**config.mk**
```make
export PLATFORM = sky130hd
export DESIGN_NAME = sq_integral_generator
export DESIGN_NICKNAME = d
export VERILOG_FILES = /design/src/rtl/sq_integral_generator_pkg.sv /design/src/rtl/sq_integral_generator_line_buffer.sv /design/src/rtl/sq_integral_generator.sv
export SDC_FILE = /design/constraint.sdc
export NUM_CORES = 1
export LEC_CHECK = 0
export ABC_AREA = 1
export BUFFER_PORTS_ARGS = -buffer_cell sky130_fd_sc_hd__buf_4
export CAP_MARGIN = 20
export CORE_MARGIN = 2
export CORE_UTILIZATION = 30
export CTS_CLUSTER_DIAMETER = 50
export DETAILED_ROUTE_END_ITERATION = 8
export GPL_TIMING_DRIVEN = 0
export SYNTH_ARGS = -nofsm -noshare
export SYNTH_HDL_FRONTEND = slang
export SYNTH_SLANG_ARGS = --single-unit
export TNS_END_PERCENT = 20
```
**constraint.sdc**
```tcl
create_clock -name clk -period 4.5 [get_ports clk]
set_clock_uncertainty 0.2 [all_clocks]
set_input_delay 0.9 -clock clk [delete_from_list [all_inputs] [get_ports clk]]
set_output_delay 0.9 -clock clk [all_outputs]
set_load 0.1 [all_outputs]
```
**src/rtl/sq_integral_generator_pkg.sv**
```systemverilog
// Shared types and sizes for the squared-integral-image cache.
// Imported by the generator and its line buffer.
package pkg_SQImageCache;

  localparam int supportedImageWidth  = 4;
  localparam int supportedImageHeight = 3;
  localparam int inputImageDepth      = 8;

  localparam int WORD_SIZE = 32;
  localparam int ROW_WIDTH = 3;
  localparam int COL_WIDTH = 2;

  localparam int SQ_PIPE_LAT = 2;

  typedef logic [WORD_SIZE-1:0] sq_word_t;

  typedef enum logic [2:0] {
    IDLE,
    CLR_ROW,
    CLR_COL,
    PIXELS,
    DRAIN
  } sq_state_t;

endpackage

```
**src/rtl/sq_integral_generator_line_buffer.sv**
```systemverilog
// One-row store of previous-row integral values.
// Registered read; a same-cycle write to the read index is forwarded.
module sq_line_buffer #(
  parameter int DEPTH = 4,
  parameter int AW    = 2,
  parameter int DW    = 32
) (
  input  logic          clk,
  input  logic          i_we,
  input  logic [AW-1:0] i_waddr,
  input  logic [DW-1:0] i_wdata,
  input  logic          i_re,
  input  logic [AW-1:0] i_raddr,
  output logic [DW-1:0] o_rdata
);

  logic [DW-1:0] r_mem [DEPTH];
  logic [DW-1:0] r_rdata;

  // write port: storage is never cleared, the first row ignores it
  always_ff @(posedge clk) begin
    if (i_we) r_mem[i_waddr] <= i_wdata;
  end

  // read port with write-first bypass
  always_ff @(posedge clk) begin
    if (i_re) begin
      if (i_we && (i_waddr == i_raddr)) r_rdata <= i_wdata;
      else r_rdata <= r_mem[i_raddr];
    end
  end

  assign o_rdata = r_rdata;

endmodule

```
**src/rtl/sq_integral_generator.sv**
```systemverilog
// Squared integral image producer: border clear, then a
// two-stage pipeline writing II(x+1,y+1) into the cache.
module sq_integral_generator
  import pkg_SQImageCache::*;
#(
  parameter int IMG_WIDTH  = pkg_SQImageCache::supportedImageWidth,
  parameter int IMG_HEIGHT = pkg_SQImageCache::supportedImageHeight,
  parameter int PIX_BITS   = pkg_SQImageCache::inputImageDepth,
  parameter int WORD_SIZE  = pkg_SQImageCache::WORD_SIZE,
  parameter int ROW_WIDTH  = pkg_SQImageCache::ROW_WIDTH,
  parameter int COL_WIDTH  = pkg_SQImageCache::COL_WIDTH
) (
  input  logic                 clk,
  input  logic                 rst,
  input  logic                 start,
  input  logic [PIX_BITS-1:0]  pix_in,
  input  logic                 pix_valid,
  output logic                 pix_ready,
  output logic [ROW_WIDTH-1:0] waddrX,
  output logic [COL_WIDTH-1:0] waddrY,
  output logic [WORD_SIZE-1:0] wdata,
  output logic                 we,
  output logic                 busy,
  output logic                 frame_done
);

  localparam int CW =
    (ROW_WIDTH > COL_WIDTH) ? ROW_WIDTH : COL_WIDTH;
  localparam int LB_AW =
    (IMG_WIDTH > 1) ? $clog2(IMG_WIDTH) : 1;

  localparam logic [CW-1:0] ROW_LAST = CW'(IMG_WIDTH);
  localparam logic [CW-1:0] COL_LAST = CW'(IMG_HEIGHT);
  localparam logic [ROW_WIDTH-1:0] X_LAST =
    ROW_WIDTH'(IMG_WIDTH - 1);
  localparam logic [COL_WIDTH-1:0] Y_LAST =
    COL_WIDTH'(IMG_HEIGHT - 1);

  sq_state_t r_state, w_next;

  logic [CW-1:0]        r_cnt;
  logic [ROW_WIDTH-1:0] r_px;
  logic [COL_WIDTH-1:0] r_py;

  logic w_accept, w_last_pix, w_clr_we, w_drained;

  logic [2*PIX_BITS-1:0] w_sq;
  logic [WORD_SIZE-1:0]  w_lb_rd, w_rowsum, w_wdata;
  logic [WORD_SIZE-1:0]  r_rowsum;

  logic                 r_s1_v, r_s1_fr, r_s1_fc;
  logic [WORD_SIZE-1:0] r_s1_sq;
  logic [ROW_WIDTH-1:0] r_s1_x;
  logic [COL_WIDTH-1:0] r_s1_y;

  logic                 r_s2_v, r_s2_fr, r_s2_fc;
  logic [WORD_SIZE-1:0] r_s2_sq;
  logic [ROW_WIDTH-1:0] r_s2_x;
  logic [COL_WIDTH-1:0] r_s2_y;

  assign w_accept   = pix_valid && (r_state == PIXELS);
  assign w_last_pix = (r_px == X_LAST) && (r_py == Y_LAST);
  assign w_drained  = !r_s1_v && !r_s2_v;
  assign w_sq = {{PIX_BITS{1'b0}}, pix_in}
              * {{PIX_BITS{1'b0}}, pix_in};

  // state register
  always_ff @(posedge clk or posedge rst) begin
    if (rst) r_state <= IDLE;
    else r_state <= w_next;
  end

  // next state and control outputs
  always_comb begin
    w_next     = r_state;
    pix_ready  = 1'b0;
    busy       = 1'b1;
    frame_done = 1'b0;
    w_clr_we   = 1'b0;
    unique case (r_state)
      IDLE: begin
        busy = 1'b0;
        if (start) w_next = CLR_ROW;
      end
      CLR_ROW: begin
        w_clr_we = 1'b1;
        if (r_cnt == ROW_LAST) w_next = CLR_COL;
      end
      CLR_COL: begin
        w_clr_we = 1'b1;
        if (r_cnt == COL_LAST) w_next = PIXELS;
      end
      PIXELS: begin
        pix_ready = 1'b1;
        if (w_accept && w_last_pix) w_next = DRAIN;
      end
      DRAIN: begin
        if (w_drained) begin
          frame_done = 1'b1;
          w_next     = IDLE;
        end
      end
      default: w_next = IDLE;
    endcase
  end

  // border clear counter: x = 0..W, then y = 1..H
  always_ff @(posedge clk or posedge rst) begin
    if (rst) r_cnt <= '0;
    else begin
      unique case (r_state)
        CLR_ROW:
          r_cnt <= (r_cnt == ROW_LAST) ? CW'(1) : r_cnt + CW'(1);
        CLR_COL: r_cnt <= r_cnt + CW'(1);
        default: r_cnt <= '0;
      endcase
    end
  end

  // raster coordinates, advancing only on accept
  always_ff @(posedge clk or posedge rst) begin
    if (rst) begin
      r_px <= '0;
      r_py <= '0;
    end else if (r_state != PIXELS) begin
      r_px <= '0;
      r_py <= '0;
    end else if (w_accept) begin
      if (r_px == X_LAST) begin
        r_px <= '0;
        r_py <= r_py + COL_WIDTH'(1);
      end else begin
        r_px <= r_px + ROW_WIDTH'(1);
      end
    end
  end

  // stage 1: square and position flags
  always_ff @(posedge clk or posedge rst) begin
    if (rst) begin
      r_s1_v  <= 1'b0;
      r_s1_sq <= '0;
      r_s1_x  <= '0;
      r_s1_y  <= '0;
      r_s1_fr <= 1'b0;
      r_s1_fc <= 1'b0;
    end else begin
      r_s1_v <= w_accept;
      if (w_accept) begin
        r_s1_sq <= WORD_SIZE'(w_sq);
        r_s1_x  <= r_px;
        r_s1_y  <= r_py;
        r_s1_fr <= (r_py == '0);
        r_s1_fc <= (r_px == '0);
      end
    end
  end

  // stage 2 payload, aligned with the line-buffer read data
  always_ff @(posedge clk or posedge rst) begin
    if (rst) begin
      r_s2_v  <= 1'b0;
      r_s2_sq <= '0;
      r_s2_x  <= '0;
      r_s2_y  <= '0;
      r_s2_fr <= 1'b0;
      r_s2_fc <= 1'b0;
    end else begin
      r_s2_v  <= r_s1_v;
      r_s2_sq <= r_s1_sq;
      r_s2_x  <= r_s1_x;
      r_s2_y  <= r_s1_y;
      r_s2_fr <= r_s1_fr;
      r_s2_fc <= r_s1_fc;
    end
  end

  assign w_rowsum = (r_s2_fc ? '0 : r_rowsum) + r_s2_sq;
  assign w_wdata  = w_rowsum + (r_s2_fr ? '0 : w_lb_rd);

  // running sum of squares along the current row
  always_ff @(posedge clk or posedge rst) begin
    if (rst) r_rowsum <= '0;
    else if (r_s2_v) r_rowsum <= w_rowsum;
  end

  sq_line_buffer #(
    .DEPTH (IMG_WIDTH),
    .AW    (LB_AW),
    .DW    (WORD_SIZE)
  ) u_lb (
    .clk     (clk),
    .i_we    (r_s2_v),
    .i_waddr (r_s2_x[LB_AW-1:0]),
    .i_wdata (w_wdata),
    .i_re    (r_s1_v),
    .i_raddr (r_s1_x[LB_AW-1:0]),
    .o_rdata (w_lb_rd)
  );

  // cache write port: pipeline result or border zero
  always_comb begin
    we     = w_clr_we | r_s2_v;
    waddrX = '0;
    waddrY = '0;
    wdata  = '0;
    if (r_s2_v) begin
      waddrX = r_s2_x + ROW_WIDTH'(1);
      waddrY = r_s2_y + COL_WIDTH'(1);
      wdata  = w_wdata;
    end else if (r_state == CLR_ROW) begin
      waddrX = ROW_WIDTH'(r_cnt);
    end else if (r_state == CLR_COL) begin
      waddrY = COL_WIDTH'(r_cnt);
    end
  end

endmodule

```
# == Word-level counts from Yosys, hierarchy flattened ==
# Memory sizes are Yosys's and may differ from the RTL's. A register that Yosys moved wholly into a read port is not among the register bits.
# Cells that the tools add are included.
# word_totals
mem_bits_rw,128
output_inout_bits,41
register_bits,91
word_cells,84
mem_count,1
# classes
eq_ne,14
reduce_logical,14
add_sub_neg,7
mul,1
bitwise_logic,1
muxes,29
# mem_list
name,depth,width,rd,rd_clocked_by_memory_dff,wr,line,source
u_lb.r_mem,4,32,1,1,1,sq_integral_generator_line_buffer.sv:17,logic [DW-1:0] r_mem [DEPTH];
# op_table
operator,n
two-way mux 32 bit,3
two-way mux 3 bit,11
adder 32 x 16 -> 32 bit,1
adder 32 bit,1
multiplier 8 x 8 -> 16 bit,1
case mux 3 bit (5 select lines),1
equality test 3 x 2 -> 1 bit (second input constant),4
two-way mux 2 bit,6
adder 3 x 1 -> 3 bit (second input constant),3
!= test 2 bit (second input constant),4
two-way mux 1 bit,7
equality test 3 bit (second input constant),2
logical NOT 3 bit,2
case mux 3 bit (2 select lines),1
AND reduction 5 bit,1
adder 2 x 1 -> 2 bit (second input constant),2
logical AND 1 bit,4
nonzero test 2 bit,2
equality test 3 x 1 -> 1 bit (second input constant),1
!= test 3 x 2 -> 1 bit (second input constant),1
equality test 2 bit (second input constant),1
logical NOT 1 bit,2
logical NOT 2 bit,1
!= test 2 x 1 -> 1 bit (second input constant),1
3 further kinds,3

# == Longest topological paths before layout ==
# Gate-level depths: netlist (run 1).
# logic_depth
ltp_word,5
ltp_mapped,29
ltp_nobuf,27

# == Cells and area by module ==
# Synthesis (run 1) repeated with hierarchy kept, for this count alone.
# unflattened
hier_cells,1938
hier_area_um2,15712.6
# by_module_without_submodules
mod,cells_per_inst,n_inst,seq_area_each_um2,area_each_um2
sq_integral_generator,1281,1,2227.1,8804.7
sq_line_buffer,657,1,4804.6,6907.9

# == Worst setup path before layout (run 1) ==
# No wires, ideal clock.
# synth_timing
path_kind,register to output
start,register r_s2_fc
end,output wdata[21]
t_required_ps,3400
slack_ps,-1426
arrival_time_ps,4826
n_path_buf,3
path_stages_with_launch,25
path_cell_list,dfrtp_1 > buf_6 > buf_6 > clkbuf_1 > nor2_1 > ha_1 > nand2_1 > inv_1 > nand2_1 > nand2_1 > a21oi_2 > inv_1 > nand2_1 > nand2_1 > a21oi_2 > o21ai_0 > and2_1 > ha_1 > nand2_1 > nor4_1 > nand2_1 > nand2_1 > xor2_1 > inv_1 > nor2_1
# synth_via
elab_chain_len,4
# synth_rtl
element,line,source
from (decl),sq_integral_generator.sv:56,"logic r_s2_v, r_s2_fr, r_s2_fc;"
from (signal assigned),sq_integral_generator.sv:174,r_s2_fc <= r_s1_fc;
two-way mux 32 bit,sq_integral_generator.sv:178,assign w_rowsum = (r_s2_fc ? '0 : r_rowsum) + r_s2_sq;
adder 32 x 16 -> 32 bit,sq_integral_generator.sv:178,
via w_rowsum[19],sq_integral_generator.sv:48,"logic [WORD_SIZE-1:0] w_lb_rd, w_rowsum, w_wdata;"
adder 32 bit,sq_integral_generator.sv:179,assign w_wdata = w_rowsum + (r_s2_fr ? '0 : w_lb_rd);
via u_lb.i_wdata[21],sq_integral_generator_line_buffer.sv:11,"input logic [DW-1:0] i_wdata,"
two-way mux 32 bit,sq_integral_generator.sv:207,if (r_s2_v) begin
to (decl),sq_integral_generator.sv:21,"output logic [WORD_SIZE-1:0] wdata,"
# The timed path passes the listed nets, and every way through them passes these cells.

# == Worst setup path in the final report (run 1) ==
# layout_timing
start,register r_s2_fc
end,output wdata[26]
# layout_via
elab_chain_len,4
# layout_rtl
element,line
two-way mux 32 bit,sq_integral_generator.sv:178
adder 32 x 16 -> 32 bit,sq_integral_generator.sv:178
via w_rowsum[17],sq_integral_generator.sv:48
adder 32 bit,sq_integral_generator.sv:179
two-way mux 32 bit,sq_integral_generator.sv:207
# The timed path passes the listed nets, and every way through them passes these cells.

==> impl_metrics.prom, run 1 <==
# TYPE chip_impl_metric gauge
chip_impl_info{name="critPathKind",value="reg2out"} 1
chip_impl_metric{name="dieArea",unit="sq um"} 51600
chip_impl_metric{name="cp.required",unit="ns"} 3.40
chip_impl_metric{name="final_util",unit="%"} 42.1
chip_impl_metric{name="finalHoldWorstSlack",unit="ns"} 0.0995
chip_impl_metric{name="yosys.area_share.xor_xnor",unit="%"} 3.91
chip_impl_info{name="worst_setup_path_end_kind",value="output pin"} 1
chip_impl_metric{name="p_leak",unit="nW"} 8.88
chip_impl_metric{name="layout.cells.non_filler",unit=""} 2586
chip_impl_metric{name="drt-initial-drc-count",unit=""} 878
chip_impl_metric{name="synth_sequential_area_ratio",unit="%"} 47.0
chip_impl_metric{name="max_stage_delay",unit="ns"} 0.46
chip_impl_info{name="synth_area_leaders",value="sky130_fd_sc_hd__edfxtp_1 32%, sky130_fd_sc_hd__dfrtp_1 15%, sky130_fd_sc_hd__nand2_1 8.3%"} 1
chip_impl_metric{name="max_clock_freq",unit="GHz"} 0.176
chip_impl_info{name="failed_checks",value="setup timing"} 1
chip_impl_metric{name="proportion_of_layout_cells_with_a_drive_suffix_above_1",unit="%"} 29.7
chip_impl_metric{name="max-cap-violations",unit=""} 0
chip_impl_metric{name="io_pins",unit=""} 53
chip_impl_metric{name="synthArstFlopShare",unit="%"} 35.7
chip_impl_metric{name="synth_edf_count",unit=""} 160
chip_impl_metric{name="dr.pass1.iters",unit=""} 6
chip_impl_metric{name="place_inst",unit=""} 2444
chip_impl_metric{name="post-route-min-period",unit="ns"} 5.67
chip_impl_metric{name="placementRows",unit=""} 81
chip_impl_metric{name="number_of_setup_violations_in_the_final_report",unit=""} 29
chip_impl_metric{name="timing_max_transition_violations_final",unit=""} 0
chip_impl_metric{name="count_of_cell_types_in_the_netlist",unit=""} 51
chip_impl_info{name="crit_path_max_delay_cell_type",value="sky130_fd_sc_hd__dfrtp_2"} 1
chip_impl_metric{name="drc",unit=""} 0
chip_impl_metric{name="average_cell_area_after_synthesis",unit="sq um"} 8.63
chip_impl_metric{name="worst-endpoint-arrival",unit="ns"} 4.57
chip_impl_info{name="ys_top_cells_by_count",value="332 x sky130_fd_sc_hd__nand2_1, 256 x sky130_fd_sc_hd__inv_1, 233 x sky130_fd_sc_hd__nor2_1"} 1
chip_impl_metric{name="layout.nets",unit=""} 2021
chip_impl_metric{name="synthToLayoutAreaGrowth",unit="%"} 38.2
chip_impl_metric{name="yosysTopAreaCellShare",unit="%"} 32.1
chip_impl_metric{name="final_replace_weighted_congestion",unit=""} 0.911
chip_impl_metric{name="post_synth_fa_ha_maj_area_fraction",unit="%"} 10.6
chip_impl_metric{name="core",unit="sq um"} 49100
chip_impl_metric{name="synth_mux_area_share",unit="%"} 0.0753
chip_impl_info{name="tritoncts",value="yes"} 1
chip_impl_info{name="postSynth.topFlopCell",value="sky130_fd_sc_hd__edfxtp_1"} 1
chip_impl_metric{name="cp_max_fo",unit=""} 7
chip_impl_metric{name="post_drt_wl_per_cell",unit="um"} 16.7
chip_impl_metric{name="clock_insertion_delay_worst_skew",unit="ns"} 0.57
chip_impl_metric{name="number_of_failing_hold_endpoints_at_the_final_stage",unit=""} 0
chip_impl_metric{name="finalCritPeriodShare",unit="%"} 126
chip_impl_metric{name="postSynthRegisterBits",unit=""} 249
chip_impl_metric{name="post_drt_antenna_nets",unit=""} 0
chip_impl_metric{name="grt_pass1_vias",unit=""} 12546
chip_impl_metric{name="synth_cells",unit=""} 1732
chip_impl_metric{name="dp.final_hpwl",unit="um"} 29900
chip_impl_metric{name="tritoncts_num_sinks",unit=""} 249
chip_impl_metric{name="compound_gate_fraction_of_synth_area",unit="%"} 11.3
chip_impl_metric{name="fill_cells",unit=""} 4665
chip_impl_metric{name="grt_first_pass_wirelength",unit="um"} 66800
chip_impl_metric{name="cts-htree-levels",unit=""} 1
chip_impl_metric{name="final.setup.worst_slack",unit="ns"} -1.17
chip_impl_metric{name="synth-simple-area-share",unit="%"} 19.0
chip_impl_metric{name="peakVddDrop",unit="mV"} 0.754
chip_impl_info{name="combinational_family_with_the_most_area_after_synthesis",value="simple AND/OR/NAND/NOR gates"} 1
chip_impl_metric{name="cts-root-to-sink-buffers",unit=""} 3
chip_impl_info{name="cts_root_buffer",value="sky130_fd_sc_hd__clkbuf_16"} 1
chip_impl_info{name="startpoint_kind_of_the_worst_setup_timing_path",value="flop"} 1
chip_impl_info{name="grt_setup_unrepaired",value="true"} 1
chip_impl_metric{name="floorplan.initialDensity",unit="%"} 30.5
chip_impl_info{name="status",value="finished, violations left"} 1
chip_impl_info{name="synth_most_common_cell",value="sky130_fd_sc_hd__nand2_1"} 1
chip_impl_metric{name="gr-usage-all-layers",unit="%"} 16.5
chip_impl_metric{name="ys.warnings.count",unit=""} 0
chip_impl_metric{name="vias_per_cell",unit=""} 4.78
chip_impl_info{name="hold_class",value="in2async"} 1
chip_impl_metric{name="grt_max_degree",unit=""} 67
chip_impl_metric{name="die_w",unit="um"} 227
chip_impl_metric{name="antenna_found_initial",unit=""} 0
chip_impl_metric{name="grt-ovfl-total",unit=""} 0
chip_impl_metric{name="postRouteWirelength",unit="um"} 43200
chip_impl_metric{name="dr_total_vias",unit=""} 12356
chip_impl_metric{name="timing_worst_slew_pin_value",unit="ns"} 0.967
chip_impl_metric{name="cts_inserted_buffers",unit=""} 31
chip_impl_metric{name="n_antenna_cell",unit=""} 0
chip_impl_metric{name="worst_relative_slew_slack",unit="%"} 35.6
chip_impl_metric{name="netlist_area",unit="sq um"} 15000
chip_impl_info{name="netlist.top_cell.by_area",value="sky130_fd_sc_hd__edfxtp_1"} 1
chip_impl_metric{name="clk_transition_reported_paths",unit="ns"} 0.07
chip_impl_metric{name="portBuffers",unit=""} 45
chip_impl_metric{name="die_h",unit="um"} 227
chip_impl_metric{name="pre_cts_ws",unit="ns"} -1.29
chip_impl_metric{name="cellPowerDensity",unit="nW/um^2"} 824
chip_impl_metric{name="fin_tns_setup",unit="ns"} -26.83
[area by class of cell]
| type | instances | area (sq um) | area share, % |
|---|---|---|---|
| Multi-Input combinational cell | 1168 | 9020 | 43.6 |
| Sequential cell | 249 | 7030 | 34.0 |
| Timing Repair Buffer | 132 | 1410 | 6.84 |
| Inverter | 258 | 971 | 4.70 |
| Clock buffer | 39 | 871 | 4.21 |
| Tap cell | 664 | 831 | 4.02 |
| Buffer | 58 | 289 | 1.40 |
| Clock inverter | 18 | 241 | 1.17 |
[stage by stage]
stage | instance area [sq um] | total power, mW
2_1_floorplan | 15200 | 8.99
3_3_place_gp | 16400 | 11.0
3_5_place_dp | 16400 | 11.1
4_1_cts | 19900 | 16.1
5_1_grt | 20700 | 17.9
6_report | 20700 | 17.0
[what timing repair did]
item	in CTS	in global routing
gates cloned	1	0
pin swaps	102	80
setup endpoints to repair	131	70
hold buffers	0	0
setup buffers	59	24
resized for setup	375	130
[path summary, 6_finish.rpt]
| path | from | endpoint | slack (ns) | cells after the start |
|---|---|---|---|---|
| max | r_s2_fc | wdata[26] | -1.17 | 25 |
| max reg2reg | r_s2_fc | u_lb.o_rdata[26] | 0.05 | 25 |
| min in group clk | r_s1_fc | r_s2_fc | 0.17 | 0 |
| min reg2reg | r_s1_fc | r_s2_fc | 0.17 | 0 |
| max in group asynchronous | rst | r_rowsum[23] | 3.34 | 3 |
| min | rst | r_s1_y[1] | 0.1 | 2 |
[placed cells by master, fill, tap and decap left out, types with 10 or more instances in the layout]
master and count:
sky130_fd_sc_hd__a21o_1 11, sky130_fd_sc_hd__a21oi_4 13, sky130_fd_sc_hd__a21oi_1 24, sky130_fd_sc_hd__xnor2_1 12
sky130_fd_sc_hd__xor2_4 11, sky130_fd_sc_hd__nor2_4 40, sky130_fd_sc_hd__o21ai_2 13, sky130_fd_sc_hd__o21ai_1 15
sky130_fd_sc_hd__nand3_1 41, sky130_fd_sc_hd__o22ai_1 36, sky130_fd_sc_hd__fa_1 25, sky130_fd_sc_hd__nand2_1 259
sky130_fd_sc_hd__edfxtp_1 160, sky130_fd_sc_hd__ha_1 45, sky130_fd_sc_hd__dfrtp_1 87, sky130_fd_sc_hd__clkbuf_1 44
sky130_fd_sc_hd__a21oi_2 37, sky130_fd_sc_hd__xnor2_4 10, sky130_fd_sc_hd__nand2_4 28, sky130_fd_sc_hd__o21ai_0 136
sky130_fd_sc_hd__clkbuf_16 34, sky130_fd_sc_hd__nand3_2 12, sky130_fd_sc_hd__nor2_2 31, sky130_fd_sc_hd__xor2_2 16
sky130_fd_sc_hd__nor2_1 171, sky130_fd_sc_hd__inv_1 241, sky130_fd_sc_hd__nand2_2 51, sky130_fd_sc_hd__buf_12 28
sky130_fd_sc_hd__buf_4 94, sky130_fd_sc_hd__inv_2 16, sky130_fd_sc_hd__ha_4 38
[logic make-up (layout without fill, tap and decap cells)]
logic type | after synthesis | in the layout
and+or+nand+nor | 679 | 679
other | 1 | 2
buffers and inverters | 316 | 505
xor gates and xnor gates | 65 | 65
DFF | 249 | 249
AOI/OAI and AO/OA | 310 | 310
muxes | 1 | 1
adders and majority gates | 111 | 111
[flip-flops by register name, indices dropped and copies added (netlist names)]
register and cells:
r_s1_y 2, r_rowsum 32, r_s2_sq 15, r_s1_v 1, r_s2_y 2, r_s1_fc 1, r_s2_v 1, r_s1_fr 1
r_s1_x 3, u_lb.r_mem 128, r_s2_fr 1, r_py 2, r_cnt 3, r_s2_x 3, r_s1_sq 15, u_lb.o_rdata 32
r_px 3, r_state 3, r_s2_fc 1
[routing by layer]
metal / up-vias / part of all wire, % / global-route usage, %
li1: 5983 / - / -
met2: 228 / 49 / 28.1
met4: 0 / 1.9 / 3.96
met5: - / 0 / 0
met3: 55 / 4.3 / 2.34
met1: 6090 / 45 / 22.2
[worst max-delay path, delay by kind of cell, from the launching register on]
kind            cells  cell delay, ns
xor+xnor            2            0.42
flops               1            0.46
buf+inv             7            0.85
compound gates      6            1.04
fa+ha+maj           2            0.48
simple gates        8            0.71
[power by group]
group | total, mW | switching (mW) | internal [mW]
clock network | 2.68 | 1.05 | 1.63
registers | 3.90 | 0.300 | 3.60
logic | 10.5 | 6.69 | 3.77
total | 17.0 | 8.04 | 8.99
Note: power is estimated with default switching activity, not from simulation.
==> inputs of run 2 (changes only) <==
Settings changed: CORE_ASPECT_RATIO set to 0.9.
==> impl_metrics.prom, run 2 (same netlist as run 1, synthesis figures left out) <==
# TYPE chip_impl_metric gauge
chip_impl_metric{name="worst_relative_slew_slack",unit="%"} 39.8
chip_impl_metric{name="post_drt_antenna_nets",unit=""} 0
chip_impl_info{name="tritoncts",value="yes"} 1
chip_impl_metric{name="max-cap-violations",unit=""} 0
chip_impl_info{name="failed_checks",value="setup timing"} 1
chip_impl_metric{name="drc",unit=""} 0
chip_impl_metric{name="dr.pass1.iters",unit=""} 5
chip_impl_info{name="most_frequent_cells_in_the_layout",value="266 x sky130_fd_sc_hd__nand2_1, 240 x sky130_fd_sc_hd__inv_1, 173 x sky130_fd_sc_hd__nor2_1, 160 x sky130_fd_sc_hd__edfxtp_1, 135 x sky130_fd_sc_hd__o21ai_0"} 1
chip_impl_info{name="status",value="finished, violations left"} 1
chip_impl_info{name="critical_path.most_common_cell",value="sky130_fd_sc_hd__buf_12"} 1
chip_impl_metric{name="internal_dissipation",unit="mW"} 8.47
chip_impl_metric{name="die_w",unit="um"} 239
chip_impl_metric{name="dr_total_vias",unit=""} 12518
chip_impl_metric{name="timing.reg2reg.setup_slack",unit="ns"} -1.11
chip_impl_metric{name="grt_first_pass_wirelength",unit="um"} 66700
chip_impl_info{name="grt_setup_unrepaired",value="true"} 1
chip_impl_metric{name="cts_inserted_buffers",unit=""} 28
chip_impl_metric{name="number_of_setup_violations_in_the_final_report",unit=""} 32
chip_impl_metric{name="grt-ovfl-total",unit=""} 0
chip_impl_metric{name="timing_worst_slew_pin_value",unit="ns"} 0.903
chip_impl_metric{name="worst-endpoint-arrival",unit="ns"} 4.63
chip_impl_metric{name="max_stage_delay",unit="ns"} 0.45
chip_impl_metric{name="peakVddDrop",unit="mV"} 0.676
chip_impl_metric{name="die_h",unit="um"} 216
chip_impl_metric{name="layout.nets",unit=""} 2027
chip_impl_info{name="crit_path_max_delay_cell_type",value="sky130_fd_sc_hd__dfrtp_2"} 1
chip_impl_info{name="mostFrequentLayoutCell",value="sky130_fd_sc_hd__nand2_1"} 1
chip_impl_info{name="largest-register",value="u_lb.r_mem"} 1
chip_impl_metric{name="vias_per_cell",unit=""} 4.89
chip_impl_metric{name="power.switching_fraction",unit="%"} 47.6
chip_impl_metric{name="dp.final_hpwl",unit="um"} 30000
chip_impl_metric{name="cellPowerDensity",unit="nW/um^2"} 793
chip_impl_metric{name="cp.required",unit="ns"} 3.40
chip_impl_metric{name="flop_pwr_share",unit="%"} 24.0
chip_impl_metric{name="antenna_found_initial",unit=""} 1
chip_impl_metric{name="placementRows",unit=""} 77
chip_impl_info{name="startpoint_kind_of_the_worst_setup_timing_path",value="flop"} 1
chip_impl_metric{name="gr-usage-all-layers",unit="%"} 16.3
chip_impl_metric{name="tritoncts_num_sinks",unit=""} 249
chip_impl_info{name="hold_class",value="in2async"} 1
chip_impl_metric{name="p_leak",unit="nW"} 8.80
chip_impl_metric{name="clk_transition_reported_paths",unit="ns"} 0.06
chip_impl_metric{name="synthToLayoutAreaGrowth",unit="%"} 36.4
chip_impl_metric{name="finalCritPeriodShare",unit="%"} 127
chip_impl_metric{name="portBuffers",unit=""} 45
chip_impl_metric{name="cp_max_fo",unit=""} 8
chip_impl_metric{name="final_replace_weighted_congestion",unit=""} 0.919
chip_impl_metric{name="grt_pass1_vias",unit=""} 12441
chip_impl_info{name="worst_setup_path_end_kind",value="output pin"} 1
chip_impl_metric{name="proportion_of_layout_cells_with_a_drive_suffix_above_1",unit="%"} 28.6
chip_impl_info{name="cts_root_buffer",value="sky130_fd_sc_hd__clkbuf_16"} 1
chip_impl_metric{name="fill_cells",unit=""} 4675
chip_impl_metric{name="timing_max_transition_violations_final",unit=""} 0
chip_impl_info{name="reg2reg_from",value="r_s2_fc"} 1
chip_impl_metric{name="cts_hold_repair.buffers",unit=""} 0
chip_impl_metric{name="post-route-min-period",unit="ns"} 5.73
chip_impl_metric{name="floorplan.initialDensity",unit="%"} 30.4
chip_impl_metric{name="core",unit="sq um"} 49100
chip_impl_metric{name="drt-initial-drc-count",unit=""} 933
chip_impl_metric{name="cts-root-to-sink-buffers",unit=""} 3
chip_impl_metric{name="post_dp_cell_area",unit="sq um"} 16400
chip_impl_metric{name="post-route-cell-area",unit="sq um"} 20400
chip_impl_metric{name="io_pins",unit=""} 53
chip_impl_info{name="critPathKind",value="reg2out"} 1
chip_impl_metric{name="post_drt_wl_per_cell",unit="um"} 16.8
chip_impl_metric{name="clock_power_share",unit="%"} 14.7
chip_impl_metric{name="largest_reg_flops",unit=""} 128
chip_impl_metric{name="total_switching_power",unit="mW"} 7.71
chip_impl_info{name="worstSetupStartpoint",value="r_s2_fc"} 1
chip_impl_metric{name="cts-htree-levels",unit=""} 1
chip_impl_metric{name="number_of_failing_hold_endpoints_at_the_final_stage",unit=""} 0
chip_impl_metric{name="clock_insertion_delay_worst_skew",unit="ns"} 0.56
chip_impl_metric{name="combinationalPowerShare",unit="%"} 61.3
chip_impl_metric{name="fin_tns_setup",unit="ns"} -27.29
chip_impl_metric{name="postRouteWirelength",unit="um"} 43000
chip_impl_metric{name="max_clock_freq",unit="GHz"} 0.174
chip_impl_metric{name="grt_max_degree",unit=""} 53
chip_impl_metric{name="final.setup.worst_slack",unit="ns"} -1.23
chip_impl_metric{name="dieArea",unit="sq um"} 51600
## run 2: changes by cell type in the layout (fill, tap and decap cells not counted), moves of 5 or more
cell | before | now
sky130_fd_sc_hd__a21oi_1 | 24 | 31
sky130_fd_sc_hd__a21oi_2 | 37 | 29
sky130_fd_sc_hd__buf_4 | 94 | 103
sky130_fd_sc_hd__nand2_1 | 259 | 266
sky130_fd_sc_hd__xnor2_2 | 8 | 13
## run 2: final timing paths
path	endpoint	depth (start not counted)
setup / recovery	wdata[28]	27
hold / removal	r_s2_y[1]	2
setup reg to reg	r_rowsum[19]	43
hold reg to reg	r_s2_y[0]	0
max in group asynchronous	r_rowsum[30]	3
min in group clk	r_s2_y[0]	0
## run 2: power groups by stage
stage | clock [mW] | combinational, mW | sequential [mW]
after floorplan | 0 | 5.19 | 3.80
after global placement | 0 | 7.09 | 3.90
after detailed placement | 0 | 7.23 | 3.90
after CTS | 2.42 | 8.82 | 3.88
after global routing | 2.51 | 10.7 | 3.93
final | 2.38 | 9.92 | 3.88
## run 2: metrics by stage
stage | util, % | hold WS (ns) | std cells | total power, mW | setup slack (ns)
after floorplan | - | 0.154 | 1733 | 8.99 | -0.396
after global placement | 33.2 | 0.164 | 2410 | 11.0 | -1.40
after detailed placement | 33.3 | 0.160 | 2412 | 11.1 | -1.44
after CTS | 39.3 | 0.175 | 2528 | 15.1 | -1.14
after global routing | 41.5 | 0.181 | 2558 | 17.1 | -1.39
final | 41.5 | 0.174 | 2559 | 16.2 | -1.23
## run 2: area by class of cell
type	count	area (sq um)	share of cell area [%]
multi-input combinational	1168	8890	43.6
sequential	249	7030	34.5
timing repair buffer	141	1460	7.14
inverter	258	976	4.78
tap	632	791	3.88
clock buffer	32	737	3.61
buffer	58	289	1.42
clock inverter	20	220	1.08
antenna	1	2.50	0.0123
## run 2: worst max-delay path, delay by kind of cell, from the launching register on
| family | cells | cell delay, ns |
|---|---|---|
| simple gates | 12 | 1.19 |
| compound gates | 6 | 1.06 |
| buf+inv | 7 | 0.87 |
| fa+ha+maj | 2 | 0.46 |
| flops | 1 | 0.45 |
## run 2: what timing repair did
| action | 4_1_cts | 5_1_grt |
|---|---|---|
| gates cloned | 1 | 0 |
| pin swaps | 76 | 83 |
| setup endpoints to repair | 126 | 74 |
| buffers inserted | 63 | 29 |
| resized for setup | 286 | 180 |
## run 2: routing by layer
layer  wire length [um]  vias to the layer above  track usage (%)
met1              20000                     6139             23.2
met3               1880                       86             2.17
met2              19900                      297             25.9
met4               1270                        0             4.81
li1                   -                     5996                -
met5                  0                        -                0
